**config.mk**
```make
export PLATFORM = sky130hd
export DESIGN_NAME = if_sequencer_flat
export DESIGN_NICKNAME = d
export VERILOG_FILES = /design/src/rtl/if_sequencer_if.sv /design/src/rtl/if_sequencer.sv /design/src/flat_wrapper.sv
export SDC_FILE = /design/constraint.sdc
export NUM_CORES = 1
export LEC_CHECK = 0
export CAP_MARGIN = 20
export CORE_UTILIZATION = 45
export CTS_CLUSTER_SIZE = 16
export DETAILED_ROUTE_END_ITERATION = 7
export DONT_BUFFER_PORTS = 1
export PLACE_DENSITY = 0.65
export SLEW_MARGIN = 20
export SYNTH_ARGS = -nofsm -noshare
export SYNTH_HDL_FRONTEND = slang
export SYNTH_SLANG_ARGS = --single-unit
```
**constraint.sdc**
```tcl
create_clock -name clk_i -period 1.8 [get_ports clk_i]
set_input_delay 0.36 -clock clk_i [delete_from_list [all_inputs] [get_ports clk_i]]
set_output_delay 0.36 -clock clk_i [all_outputs]
set_load 0.02 [all_outputs]
```
**src/rtl/if_sequencer_if.sv**
```systemverilog
// Bundle of loader, IM and fetch-control signals around the IF sequencer.
// The sequencer connects through 'master'; loader, IM and pipeline models connect through 'slave'.
interface if_sequencer_if #(
  parameter int ADDR_W = 8
);
  logic              ld_valid;
  logic [31:0]       ld_data;
  logic              ld_last;
  logic              ld_ready;
  logic              im_we;
  logic [ADDR_W-1:0] im_waddr;
  logic [31:0]       im_wdata;
  logic [ADDR_W-1:0] im_raddr;
  logic              stall;
  logic              br_taken;
  logic [31:0]       br_target;
  logic              halt_req;
  logic              reload;
  logic [31:0]       pc;
  logic [31:0]       new_pc;
  logic              fetch_valid;
  logic              flush;
  logic              load_err;
  logic [1:0]        state;

  modport master (
    input  ld_valid, ld_data, ld_last, stall, br_taken, br_target, halt_req, reload,
    output ld_ready, im_we, im_waddr, im_wdata, im_raddr, pc, new_pc,
           fetch_valid, flush, load_err, state
  );

  modport slave (
    output ld_valid, ld_data, ld_last, stall, br_taken, br_target, halt_req, reload,
    input  ld_ready, im_we, im_waddr, im_wdata, im_raddr, pc, new_pc,
           fetch_valid, flush, load_err, state
  );
endinterface

```
**src/rtl/if_sequencer.sv**
```systemverilog
// Instruction-fetch sequencer: streams a program into IM, then drives the PC.
// Owns the only PC register in the front end.
module if_sequencer #(
  parameter int          ADDR_W   = 8,
  parameter logic [31:0] RESET_PC = 32'h0000_0000
) (
  input  logic           clk_i,
  input  logic           rst_ni,
  if_sequencer_if.master bus
);

  typedef enum logic [1:0] {
    LOAD  = 2'b00,
    DRAIN = 2'b01,
    RUN   = 2'b10,
    HALT  = 2'b11
  } state_e;

  localparam logic [ADDR_W-1:0] WCNT_MAX = '1;

  state_e            state_q, state_d;
  logic [31:0]       pc_q, pc_d;
  logic [ADDR_W-1:0] wcnt_q, wcnt_d;
  logic              im_we_q, im_we_d;
  logic [ADDR_W-1:0] im_waddr_q, im_waddr_d;
  logic [31:0]       im_wdata_q, im_wdata_d;
  logic              flush_q, flush_d;
  logic              load_err_q, load_err_d;

  logic              accept;
  logic [31:0]       pc_plus4;
  logic [31:0]       redirect_pc;

  assign accept      = bus.ld_valid && (state_q == LOAD);
  assign pc_plus4    = pc_q + 32'd4;
  assign redirect_pc = {bus.br_target[31:2], 2'b00};

  assign bus.ld_ready    = (state_q == LOAD);
  assign bus.im_we       = im_we_q;
  assign bus.im_waddr    = im_waddr_q;
  assign bus.im_wdata    = im_wdata_q;
  assign bus.im_raddr    = pc_q[ADDR_W+1:2];
  assign bus.pc          = pc_q;
  assign bus.new_pc      = bus.br_taken ? redirect_pc : pc_plus4;
  assign bus.fetch_valid = (state_q == RUN) && !bus.stall;
  assign bus.flush       = flush_q;
  assign bus.load_err    = load_err_q;
  assign bus.state       = state_q;

  // Next-state logic: load sequencing, drain bubble, PC selection and halt/reload.
  always_comb begin
    state_d    = state_q;
    pc_d       = pc_q;
    wcnt_d     = wcnt_q;
    im_we_d    = 1'b0;
    im_waddr_d = im_waddr_q;
    im_wdata_d = im_wdata_q;
    flush_d    = 1'b0;
    load_err_d = load_err_q;

    case (state_q)
      LOAD: begin
        pc_d = RESET_PC;
        if (accept) begin
          im_we_d    = 1'b1;
          im_waddr_d = wcnt_q;
          im_wdata_d = bus.ld_data;
          wcnt_d     = wcnt_q + ADDR_W'(1);
          if (bus.ld_last) begin
            state_d = DRAIN;
          end else if (wcnt_q == WCNT_MAX) begin
            load_err_d = 1'b1;
            state_d    = DRAIN;
          end
        end
      end
      DRAIN: begin
        state_d = RUN;
      end
      RUN: begin
        if (bus.halt_req) begin
          state_d = HALT;
        end else if (bus.br_taken) begin
          pc_d    = redirect_pc;
          flush_d = 1'b1;
        end else if (!bus.stall) begin
          pc_d = pc_plus4;
        end
      end
      HALT: begin
        if (bus.reload) begin
          state_d    = LOAD;
          pc_d       = RESET_PC;
          wcnt_d     = '0;
          load_err_d = 1'b0;
        end
      end
      default: begin
        state_d = LOAD;
      end
    endcase
  end

  // State and datapath registers with asynchronous active-low reset.
  always_ff @(posedge clk_i or negedge rst_ni) begin
    if (!rst_ni) begin
      state_q    <= LOAD;
      pc_q       <= RESET_PC;
      wcnt_q     <= '0;
      im_we_q    <= 1'b0;
      im_waddr_q <= '0;
      im_wdata_q <= '0;
      flush_q    <= 1'b0;
      load_err_q <= 1'b0;
    end else begin
      state_q    <= state_d;
      pc_q       <= pc_d;
      wcnt_q     <= wcnt_d;
      im_we_q    <= im_we_d;
      im_waddr_q <= im_waddr_d;
      im_wdata_q <= im_wdata_d;
      flush_q    <= flush_d;
      load_err_q <= load_err_d;
    end
  end

endmodule
```
**src/flat_wrapper.sv**
```systemverilog
// flat-port wrapper written by rule: the top's interface ports become plain ports
module if_sequencer_flat 
#(
  parameter int          ADDR_W   = 8,
  parameter logic [31:0] RESET_PC = 32'h0000_0000
)
  (clk_i, rst_ni, bus_ld_valid, bus_ld_data, bus_ld_last, bus_stall, bus_br_taken, bus_br_target, bus_halt_req, bus_reload, bus_ld_ready, bus_im_we, bus_im_waddr, bus_im_wdata, bus_im_raddr, bus_pc, bus_new_pc, bus_fetch_valid, bus_flush, bus_load_err, bus_state);
  if_sequencer_if #(.ADDR_W(ADDR_W)) bus_i ();
  input  logic clk_i;
  input  logic rst_ni;
  input wire logic [$bits(bus_i.ld_valid)-1:0] bus_ld_valid;
  input wire logic [$bits(bus_i.ld_data)-1:0] bus_ld_data;
  input wire logic [$bits(bus_i.ld_last)-1:0] bus_ld_last;
  input wire logic [$bits(bus_i.stall)-1:0] bus_stall;
  input wire logic [$bits(bus_i.br_taken)-1:0] bus_br_taken;
  input wire logic [$bits(bus_i.br_target)-1:0] bus_br_target;
  input wire logic [$bits(bus_i.halt_req)-1:0] bus_halt_req;
  input wire logic [$bits(bus_i.reload)-1:0] bus_reload;
  output wire logic [$bits(bus_i.ld_ready)-1:0] bus_ld_ready;
  output wire logic [$bits(bus_i.im_we)-1:0] bus_im_we;
  output wire logic [$bits(bus_i.im_waddr)-1:0] bus_im_waddr;
  output wire logic [$bits(bus_i.im_wdata)-1:0] bus_im_wdata;
  output wire logic [$bits(bus_i.im_raddr)-1:0] bus_im_raddr;
  output wire logic [$bits(bus_i.pc)-1:0] bus_pc;
  output wire logic [$bits(bus_i.new_pc)-1:0] bus_new_pc;
  output wire logic [$bits(bus_i.fetch_valid)-1:0] bus_fetch_valid;
  output wire logic [$bits(bus_i.flush)-1:0] bus_flush;
  output wire logic [$bits(bus_i.load_err)-1:0] bus_load_err;
  output wire logic [$bits(bus_i.state)-1:0] bus_state;
  assign bus_i.ld_valid = bus_ld_valid;
  assign bus_i.ld_data = bus_ld_data;
  assign bus_i.ld_last = bus_ld_last;
  assign bus_i.stall = bus_stall;
  assign bus_i.br_taken = bus_br_taken;
  assign bus_i.br_target = bus_br_target;
  assign bus_i.halt_req = bus_halt_req;
  assign bus_i.reload = bus_reload;
  assign bus_ld_ready = bus_i.ld_ready;
  assign bus_im_we = bus_i.im_we;
  assign bus_im_waddr = bus_i.im_waddr;
  assign bus_im_wdata = bus_i.im_wdata;
  assign bus_im_raddr = bus_i.im_raddr;
  assign bus_pc = bus_i.pc;
  assign bus_new_pc = bus_i.new_pc;
  assign bus_fetch_valid = bus_i.fetch_valid;
  assign bus_flush = bus_i.flush;
  assign bus_load_err = bus_i.load_err;
  assign bus_state = bus_i.state;
  if_sequencer #(.ADDR_W(ADDR_W), .RESET_PC(RESET_PC)) u_core (.clk_i(clk_i), .rst_ni(rst_ni), .bus(bus_i));
endmodule
```
# Word level (Yosys, flattened, before mapping)
# Cells that the tools add are included.
totals:
  register_bits: 85
  in_bits: 72
  out_inout_bits: 119
  wordCells: 58
op_classes:
  n_addsub: 2
  eq_ne: 12
  n_mux: 25
  reduce_logical: 11
ops:
  columns: ["operator", "n"]
  rows:
  - ["32-bit two-way mux", 5]
  - ["32-bit case mux with 3 select lines", 1]
  - ["32-bit by 3-bit adder with 32-bit output, second input constant", 1]
  - ["8-bit two-way mux", 2]
  - ["8-bit case mux with 2 select lines", 1]
  - ["2-bit two-way mux", 5]
  - ["1-bit two-way mux", 9]
  - ["8-bit by 1-bit adder with 8-bit output, second input constant", 1]
  - ["8-bit == test, second input constant", 1]
  - ["2-bit inequality test, second input constant", 4]
  - ["2-bit case mux with 4 select lines", 1]
  - ["4-bit AND reduction", 2]
  - ["5-bit AND reduction", 1]
  - ["2-bit == test, second input constant", 2]
  - ["2-bit by 1-bit inequality test with 1-bit output, second input constant", 2]
  - ["3-bit by 2-bit inequality test with 1-bit output, second input constant", 1]
  - ["3-bit inequality test, second input constant", 1]
  - ["3-bit AND reduction", 1]
  - ["3-bit nonzero test", 1]
  - ["2-bit by 1-bit == test with 1-bit output, second input constant", 1]
  - ["1-bit logical AND", 2]
  - ["2-bit zero test", 1]
  - ["1-bit case mux with 2 select lines", 1]
  - ["2-bit AND reduction", 1]
  - ["other kinds (2)", 2]

# Logic depth before layout (Yosys ltp)
# Gate-level depths: netlist (run 1).
logic_depth:
  depth_word: 5
  depth_mapped: 9
  depth_no_buf: 7

# Worst setup path before layout (run 1)
# No wires, ideal clock.
synth_timing:
  path_type: "register to output"
  start: "reg u_core.pc_q[2] (netlist: u_core.bus.pc[2])"
  end: "out bus_new_pc[28]"
  t_arrival_ns: 2.189
  t_required_ns: 1.440
  setup_slack_ns: -0.749
  stages_incl_launch_ff: 7
  path_buffers: 0
  cell_sequence: "dfrtp_1 -> ha_1 -> nand4_4 -> nor4_4 -> nand4_1 -> xor2_1 -> o21ai_0"
synth_via:
  elab_chain_len: 2
synth_rtl:
  columns: ["element", "line", "rtl"]
  rows:
  - ["start, declared", "if_sequencer.sv:22", "logic [31:0] pc_q, pc_d;"]
  - ["start signal, assigned", "if_sequencer.sv:117", "pc_q <= pc_d;"]
  - ["32-bit by 3-bit adder with 32-bit output", "if_sequencer.sv:35", "assign pc_plus4 = pc_q + 32'd4;"]
  - ["32-bit two-way mux", "if_sequencer.sv:44", "assign bus.new_pc = bus.br_taken ? redirect_pc : pc_plus4;"]
  - ["end, declared", "flat_wrapper.sv:25", "output wire logic [$bits(bus_i.new_pc)-1:0] bus_new_pc;"]
# No other way between the ends.

# Worst setup path after layout (run 1)
layout_timing:
  start: "reg u_core.pc_q[3] (netlist: u_core.bus.pc[3])"
  end: "out bus_new_pc[28]"
# Same word-level chain as after synthesis.

==> impl_metrics.toml, run 1 <==
[status]
status = "complete, but fails checks"
violations = "negative hold slack, negative setup slack"

[floorplan]
core-area_um2 = 9910
rows = 36
start_util = 0.4710
fp.dieH_um = 103.8
dieArea_um2 = 10780
io_pins = 191
die_w_um = 103.8

[place]
dpl.cell_count = 662
place.gp.congestion = 0.8404
hpwl_um = 8745
placed_area_um2 = 5567
post-place-ws_ps = -357.4
port_buffers = 0

[synth]
netlist_area_um2 = 4667
synthArstFlopShare = 1.000
syn_nets = 549
syn-mean-instance-area_um2 = 9.909
ys.flop_type = "dfrtp_1"
seq_area_frac_synth = 0.4558
syn_inst = 471
yosysUniqueCellTypes = 49
synth-edff-count = 0
synth_warnings = 0
synth_seq_cells = 85

[cells_and_area]
multi_input_area_um2 = 2863
drive_above_1_share = 0.4852
area_delta_synth_final_pct = 38.93
fin_util = 0.6543
num_antenna_cells = 0
fillers = 749
layout.cells.non_filler = 708
fin_nets = 649
final_area_um2 = 6484
seqCellArea_um2 = 2152

[drt]
via_per_inst = 5.747
routed-wl-met2_um = 6727
ant_nets = 0
drtPass1Iterations = 4
wl_um = 13240
drc_errors = 0
top_layer = "met4"
vias = 4069
wl_met1_um = 5213
routedWlPerCell_um = 18.70
dr.first_iter.drc_count = 210
wl_met3_um = 1061

[sta]
worst-slew-pin-transition_ps = 408.4
max_freq_ghz = 0.3994
fin_setup_tns_ps = -14660
final_max_slew_viol_count = 0
fin_skew_ps = 15.46
hold_violations = 85
finalSetupViolCount = 34
worst_hold_slack_ps = -309.0
rsz0062_at_grt = "yes"
period_share = 1.391
finalWorstSetupSlack_ps = -704.0
period_minus_slack_ps = 2504
slew_headroom = 0.7272

[clock_tree]
worstSkewPairLatency_ps = 350
ctsRootBufferMaster = "clkbuf_8"
clk_path_buf_depth = 2
ctsHtreeMaxLevel = 3
cts_tree = "yes"
cts_sinks = 85
cts_inserted_buffers = 9
path_clk_slew_ps = 90

[global_routing]
antenna_found_initial = 0
overflow = 0
grt_max_degree = 86
grt_pass1_vias = 4114
grt_usage = 0.2436
grt_first_pass_wirelength_um = 21120

[critical_path]
critPathLaunchType = "flop"
rrSetupSlack_ps = -370
criticalPathCategory = "reg2out"
critPathArrivalTime_ps = 2140
cp-end-kind = "output port"
required_ps = 1440
path_max_fanout = 8

[worst_hold_path]
min_path_type = "in2async"

[pwr]
leakage_nw = 2.938
ir_drop_uv = 872.3
finalPower_mw = 8.407
power_density_nw_per_um2 = 1297

[flow_run]
maxCapViolations = 0
## cells in the final DEF, fill, tap and decap left out, types with 10 or more instances in the layout
cell type   n
buf_4      88
dfrtp_1    65
nand2_1    49
mux2_2     43
buf_6      26
nor2_1     23
nand3_1    20
dfrtp_2    20
o21ai_2    18
xor2_1     14
o21ai_0    14
nand4_1    10
## per-layer routing
layer / GRT usage / up-vias
met4: 0.07041 / 0
met5: 0 / -
met1: 0.3039 / 1989
met3: 0.06986 / 22
met2: 0.4100 / 189
li1: - / 1869
## kinds of logic after synthesis
group / count (synthesis) / synth area share
AOI/OAI and AO/OA: 90 / 0.1252
xor gates and xnor gates: 33 / 0.06193
buffers and inverters: 40 / 0.04021
and+or+nand+nor: 172 / 0.1925
DFF: 85 / 0.4558
adders and majority gates: 6 / 0.01609
muxes: 45 / 0.1083
## where the power goes
group / switching [mW] / internal (mW) / total [mW]
logic: 1.83 / 1.69 / 3.52
clock network: 0.717 / 0.644 / 1.36
registers: 1.01 / 2.52 / 3.53
## state kept, by name, indices dropped and copies added, names as in the netlist
name and count:
u_core.wcnt_q 8, u_core.bus.state 2, u_core.bus.load_err 1, u_core.bus.pc 32, u_core.bus.im_wdata 32, u_core.bus.flush 1
u_core.bus.im_waddr 8, u_core.bus.im_we 1
## worst max-delay path: stages (launching register included)
cell and delay, ps:
dfrtp_2 430, ha_4 170, nand4_4 90, nor4_4 300, buf_6 170, nand4_1 130, xor2_1 190, o21ai_2 300
## synthesized netlist by cell type (5+ instances only)
| cell type | n | area share |
|---|---|---|
| a21boi_0 | 6 | 0.0097 |
| a22o_1 | 8 | 0.015 |
| a22oi_1 | 6 | 0.0097 |
| buf_1 | 8 | 0.0064 |
| buf_4 | 9 | 0.014 |
| clkbuf_1 | 12 | 0.0097 |
| dfrtp_1 | 85 | 0.46 |
| ha_1 | 6 | 0.016 |
| inv_1 | 8 | 0.0064 |
| mux2_2 | 44 | 0.11 |
| nand2_1 | 54 | 0.043 |
| nand3_1 | 30 | 0.032 |
| nand4_1 | 10 | 0.013 |
| nor2_1 | 28 | 0.023 |
| nor2b_1 | 11 | 0.015 |
| nor4_1 | 5 | 0.0067 |
| o21ai_0 | 45 | 0.048 |
| or3_1 | 8 | 0.011 |
| xnor2_1 | 14 | 0.026 |
| xor2_1 | 19 | 0.036 |
## timing repair
item	in CTS	in global routing
setup endpoints to repair	38	51
setup buffers	46	16
gates resized for setup	50	63
endpoints found under the hold margin	85	85
pin swaps	32	37
## worst paths after layout
path,to,cells after the start,startpoint
max in group asynchronous,u_core.bus.flush,0,rst_ni
min,u_core.bus.pc[9],0,rst_ni
max,bus_new_pc[28],7,u_core.bus.pc[3]
min reg2reg,u_core.bus.im_waddr[4],1,u_core.wcnt_q[4]
max reg2reg,u_core.bus.pc[30],10,u_core.bus.pc[3]
min in group clk_i,u_core.bus.pc[29],2,bus_br_target[29]
## layout make-up
cell class                 count  share of cell area
tap                          133             0.02567
clock inverter                 6             0.01081
sequential                    85              0.3319
multi-input combinational    346              0.4415
timing repair buffer         121              0.1663
inverter                       8            0.004631
clock buffer                   9             0.01910
(Power assumes the default switching activity.)
==> run 2: changes to the inputs <==
- ABC_AREA: unset -> 0
==> results of run 2 <==
No change in the layout: final DEF, timing and power equal those of run 1.
==> run 3: changes to the inputs <==
- CAP_MARGIN: 20 -> unset
==> results of run 3 <==
No change in the layout: final DEF, timing and power equal those of run 1.
